--- src/rtl/serial_sub_pkg.sv ---
// Shared types and sizing helpers for the bit-serial subtractor.
// Latency: n/a (package only).
// Backpressure: n/a (package only).
package serial_sub_pkg;

  typedef enum logic [1:0] {
    ST_IDLE  = 2'd0,
    ST_SHIFT = 2'd1,
    ST_DONE  = 2'd2
  } state_e;

  // Bit counter width; sized to hold WIDTH so the count range always fits.
  function automatic int cnt_width(input int width);
    return $clog2(width + 1);
  endfunction

endpackage

--- src/rtl/full_subtractor.sv ---
// One-bit full subtractor: d = a - b - bin, bo = borrow out.
// Latency: combinational.
// Backpressure: none.
// Ports: a, b, bin (inputs); d (difference bit), bo (borrow out).
module full_subtractor (
  input  logic a,
  input  logic b,
  input  logic bin,
  output logic d,
  output logic bo
);

  assign d  = a ^ b ^ bin;
  // Borrow when b exceeds a, or when they are equal and a borrow is pending.
  assign bo = (~a & b) | (~(a ^ b) & bin);

endmodule

--- src/rtl/serial_subtractor.sv ---
// Bit-serial subtractor, diff = a - b - bin modulo 2^WIDTH, LSB first.
// Latency: done pulses in cycle WIDTH+1 after the start edge; one result per WIDTH+1 cycles.
// Backpressure: none; start is accepted only in IDLE or DONE and ignored while busy.
// Ports: clk, rst_n (async active-low); start/a/b/bin request; diff/bout registered
// result; busy high during shifting; done one-cycle result strobe; ovf (signed
// overflow) exists only when SERIAL_SUB_OVF_EN is defined.
module serial_subtractor
  import serial_sub_pkg::*;
#(
  parameter int WIDTH = 8
) (
  input  logic             clk,
  input  logic             rst_n,
  input  logic             start,
  input  logic [WIDTH-1:0] a,
  input  logic [WIDTH-1:0] b,
  input  logic             bin,
  output logic [WIDTH-1:0] diff,
  output logic             bout,
  output logic             busy,
  output logic             done
`ifdef SERIAL_SUB_OVF_EN
  ,
  output logic             ovf
`endif
);

  localparam int CNT_W = cnt_width(WIDTH);
  localparam logic [CNT_W-1:0] LAST_CNT = CNT_W'(WIDTH - 1);

  state_e           state_q, state_d;
  logic [WIDTH-1:0] a_sh_q, a_sh_d;
  logic [WIDTH-1:0] b_sh_q, b_sh_d;
  logic [WIDTH-1:0] res_sh_q, res_sh_d;
  logic [WIDTH-1:0] diff_q, diff_d;
  logic [CNT_W-1:0] cnt_q, cnt_d;
  logic             br_q, br_d;
  logic             bout_q, bout_d;
  logic             fs_d, fs_bo;
  logic [WIDTH-1:0] res_shift;
`ifdef SERIAL_SUB_OVF_EN
  logic             ovf_q, ovf_d;
`endif

  full_subtractor u_fs (
    .a   (a_sh_q[0]),
    .b   (b_sh_q[0]),
    .bin (br_q),
    .d   (fs_d),
    .bo  (fs_bo)
  );

  // Result register with the new difference bit entering at the MSB; after
  // WIDTH steps the first (LSB) bit has reached position 0.
  always_comb begin
    res_shift            = res_sh_q >> 1;
    res_shift[WIDTH-1]   = fs_d;
  end

  always_comb begin
    state_d  = state_q;
    a_sh_d   = a_sh_q;
    b_sh_d   = b_sh_q;
    res_sh_d = res_sh_q;
    diff_d   = diff_q;
    cnt_d    = cnt_q;
    br_d     = br_q;
    bout_d   = bout_q;
`ifdef SERIAL_SUB_OVF_EN
    ovf_d    = ovf_q;
`endif

    case (state_q)
      ST_IDLE, ST_DONE: begin
        if (start) begin
          a_sh_d  = a;
          b_sh_d  = b;
          br_d    = bin;
          cnt_d   = '0;
          state_d = ST_SHIFT;
        end else begin
          state_d = ST_IDLE;
        end
      end
      ST_SHIFT: begin
        a_sh_d   = a_sh_q >> 1;
        b_sh_d   = b_sh_q >> 1;
        br_d     = fs_bo;
        res_sh_d = res_shift;
        cnt_d    = cnt_q + CNT_W'(1);
        if (cnt_q == LAST_CNT) begin
          // Publish only on the final step so diff/bout hold the previous
          // result while a new operation is shifting.
          diff_d  = res_shift;
          bout_d  = fs_bo;
`ifdef SERIAL_SUB_OVF_EN
          // Operand MSBs sit at bit 0 of the shift registers this step.
          ovf_d   = (a_sh_q[0] ^ b_sh_q[0]) & (a_sh_q[0] ^ fs_d);
`endif
          state_d = ST_DONE;
        end
      end
      default: state_d = ST_IDLE;
    endcase
  end

  always_ff @(posedge clk or negedge rst_n) begin
    if (!rst_n) begin
      state_q  <= ST_IDLE;
      a_sh_q   <= '0;
      b_sh_q   <= '0;
      res_sh_q <= '0;
      diff_q   <= '0;
      cnt_q    <= '0;
      br_q     <= 1'b0;
      bout_q   <= 1'b0;
`ifdef SERIAL_SUB_OVF_EN
      ovf_q    <= 1'b0;
`endif
    end else begin
      state_q  <= state_d;
      a_sh_q   <= a_sh_d;
      b_sh_q   <= b_sh_d;
      res_sh_q <= res_sh_d;
      diff_q   <= diff_d;
      cnt_q    <= cnt_d;
      br_q     <= br_d;
      bout_q   <= bout_d;
`ifdef SERIAL_SUB_OVF_EN
      ovf_q    <= ovf_d;
`endif
    end
  end

  assign diff = diff_q;
  assign bout = bout_q;
  assign busy = (state_q == ST_SHIFT);
  assign done = (state_q == ST_DONE);
`ifdef SERIAL_SUB_OVF_EN
  assign ovf  = ovf_q;
`endif

endmodule

--- config.mk ---
export PLATFORM = sky130hd
export DESIGN_NAME = serial_subtractor
export DESIGN_NICKNAME = d
export VERILOG_FILES = /design/src/rtl/serial_sub_pkg.sv /design/src/rtl/full_subtractor.sv /design/src/rtl/serial_subtractor.sv
export SDC_FILE = /design/constraint.sdc
export NUM_CORES = 1
export LEC_CHECK = 0
export CAP_MARGIN = 40
export CORE_ASPECT_RATIO = 1.2
export CORE_MARGIN = 4
export CORE_UTILIZATION = 48
export CTS_BUF_LIST = sky130_fd_sc_hd__clkbuf_8
export DETAILED_ROUTE_END_ITERATION = 8
export HOLD_SLACK_MARGIN = 0.12
export PLACE_DENSITY = 0.76
export SETUP_SLACK_MARGIN = 0.3
export SKIP_LAST_GASP = 1
export SYNTH_ARGS = -nofsm -noshare
export SYNTH_HDL_FRONTEND = slang
export SYNTH_SLANG_ARGS = --single-unit
--- constraint.sdc ---
create_clock -name clk -period 1.4 [get_ports clk]
set_input_delay 0.28 -clock clk [delete_from_list [all_inputs] [get_ports clk]]
set_output_delay 0.28 -clock clk [all_outputs]
set_load 0.03 [all_outputs]
==> reports/qor.csv <==
metric,value,unit
status,finished with violations,
failing checks,setup timing,
Post-synth top cells,"dfrtp_1 (39), nand2_1 (37), nand3_1 (14)",
RePlAce Congestion,0.7344,
Max clock buf depth,2,
vias per cell,5.810,
Die Wd,61.14,um
Synth Instances,147,
TritonCTS clock tree,built,
synth warn,0,
"Min Clock Period, post-route",1.440,ns
Yosys cell types,24,
FF+latch area,977.2,um2
H-Tree Depth,2,
Routed wire per std cell,19.14,um
GRT Total Usage,20.00,%
Max IR drop VDD,2.121,mV
leakage,0.001174,uW
"count leader, synth",dfrtp_1,
Ports,31,
vias after detailed routing,1377,
Worst-Margin Slew,0.4063,ns
Synth Net Count,169,
Worst Setup Start Kind,flip-flop,
"Worst Path Class, Setup",reg2reg,
die area,0.004388,mm2
vias in the first global route,1385,
max capacitance violation total,0,
CTS Buf Count,5,
main area contributors after synthesis,"dfrtp_1 (60%), nand2_1 (8.5%), a22oi_1 (6.0%)",
Syn Std Cell Area,0.001627,mm2
"EDFF count, synth",0,
Hold Path Class,in2async,
clock skew,0.01075,ns
Post-DP Area,0.002053,mm2
Power Dens Cells,2488,mW/mm2
Max Fclk,0.6947,GHz
core area,0.003166,mm2
met2 wire length,2.429,mm
syn avg cell area,11.07,um2
GRT Residual Overflow,0,
P&R area growth vs syn,59.08,%
clk sink count,39,
final setup margin,-0.03954,ns
Yosys top cell area share,60.00,%
RSZ-0062 raised after global routing,true,
Initial Util,51.38,%
period utilisation layout,102.8,%
"Design Area, Final",0.002587,mm2
Slew HR,72.91,%
worst r2r path cells,5,
Critical Path RT,1.57,ns
largest net degree at the start of global routing,25,
antenna violations before repair,0,
clock slew at reported path FFs,0.08,ns
most area-hungry cell type in the Yosys netlist,dfrtp_1,
Total Wirelength,4.537,mm
Worst Path Max Fanout,10,
CP arrival,1.61,ns
Post-synth ARST share,100.0,%
CP Cell Sequence,"ha_2, nand2_1, nor3_4, buf_12, mux2_2",
detailed placement HPWL,2.554,mm
Chip Height,71.77,um
number of port buffers,30,
largest stage delay on the critical path,0.38,ns
setup TNS,-0.2838,ns
final hold violation count,0,
dominant register cell in the synthesized netlist,dfrtp_1,
register area share after synthesis,60.00,%
Slowest cell on crit path,dfrtp_1,
met3 WL,265,um
Post-route DRC,0,
Metal-1 WL,1.677,mm
DR iter-0 viols,56,
iteration count of the initial detailed-routing pass,4,
fraction of layout instances using a drive strength above 1,48.26,%
max-slew violation count,0,
worst reg2reg setup slack,-0.04,ns
DP Worst Slack,-0.1654,ns
multi-input combinational cell area,787.0,um2
Yosys reg bits,39,
ANT nets after route,0,
clk root buf,clkbuf_8,
Core Rows,22,
crit end category,flip-flop,
DR top layer,met4,
Final #Nets,222,
antenna fix cells,0,
first-pass GRT wire length,6.486,mm
final setup vio count,10,
fill count,178,
later-pin clock latency in the skew report,0.30,ns
-- cell families after synthesis --
| group | Yosys count | share of synthesized area [%] |
|---|---|---|
| mux | 11 | 7.385 |
| fa+ha+maj | 2 | 2.000 |
| compound gates | 21 | 10.00 |
| simple gates | 61 | 17.00 |
| buf+inv | 13 | 3.615 |
| flops | 39 | 60.00 |
-- layout by cell type, fill, tap and decap left out, types with 3 or more instances in the layout --
cell	Yosys	layout
dfrtp_1	39	38
a22o_1	4	4
clkdlybuf4s50_1	0	18
nand2_2	0	10
nand2_1	37	27
buf_8	0	3
mux2_2	8	8
mux2i_1	3	3
buf_4	0	10
a22oi_2	0	10
clkbuf_8	0	6
buf_12	0	7
nand3_2	0	13
a22oi_1	13	3
buf_6	1	14
-- final timing paths --
kind,start,to
max in group asynchronous,rst_n,res_sh_q[6]$_DFFE_PN0P_
hold / removal,rst_n,b_sh_q[0]$_DFFE_PN0P_
setup / recovery,cnt_q[0]$_DFFE_PN0P_,diff[2]$_DFFE_PN0P_
setup reg to reg,cnt_q[0]$_DFFE_PN0P_,diff[2]$_DFFE_PN0P_
hold reg to reg,res_sh_q[1]$_DFFE_PN0P_,res_sh_q[1]$_DFFE_PN0P_
min in group clk,res_sh_q[1]$_DFFE_PN0P_,res_sh_q[1]$_DFFE_PN0P_
-- sequential cells by signal, indices dropped and copies added (netlist names) --
register and cells:
diff 8, state_q 2, res_sh_q 7, b_sh_q 8, br_q 1, bout 1
a_sh_q 8, cnt_q 4
-- layout make-up --
| class | count | share of cell area [%] |
|---|---|---|
| Tap cell | 36 | 1.741 |
| Inverter | 4 | 0.7737 |
| Multi-Input combinational cell | 95 | 30.42 |
| Clock buffer | 6 | 3.191 |
| Timing Repair Buffer | 55 | 24.76 |
| Clock inverter | 2 | 1.354 |
| Sequential cell | 39 | 37.77 |
-- critical path: cells and delay by family (launching register included) --
family        cells  cell delay (ns)
mux               1             0.34
fa+ha+maj         1             0.19
flops             1             0.38
buf+inv           1             0.15
simple gates      2             0.26
-- metal layers --
| metal | up-vias | global-route usage (%) |
|---|---|---|
| met2 | 66 | 35.06 |
| met5 | - | 0 |
| met4 | 0 | 7.470 |
| met3 | 18 | 4.505 |
| met1 | 678 | 22.98 |
| li1 | 615 | - |
-- stage by stage --
step	hold slack, ns	total power [uW]	util, %	cells
3_5_place_dp	0.2349	4276	64.86	216
3_3_place_gp	0.2211	4139	64.86	216
2_1_floorplan	-0.01559	3451	-	147
4_1_cts	0.4639	5832	76.05	234
6_report	0.4455	6439	81.74	237
5_1_grt	0.4811	6781	81.74	237
-- where the power goes --
group          internal [uW]  switching (uW)  total, uW
logic                   1710            1660       3360
clock network            577             395        972
registers               1660             448       2100
-- what timing repair did --
item / in CTS / in global routing
setup endpoints to repair: 41 / 49
hold endpoints to repair: 15 / 0
resized for setup: 88 / 46
pin swaps: 8 / 18
gates cloned: 1 / 0
setup buffers: 8 / 3
hold buffers: 1 / 0
(Power assumes the default switching activity.)
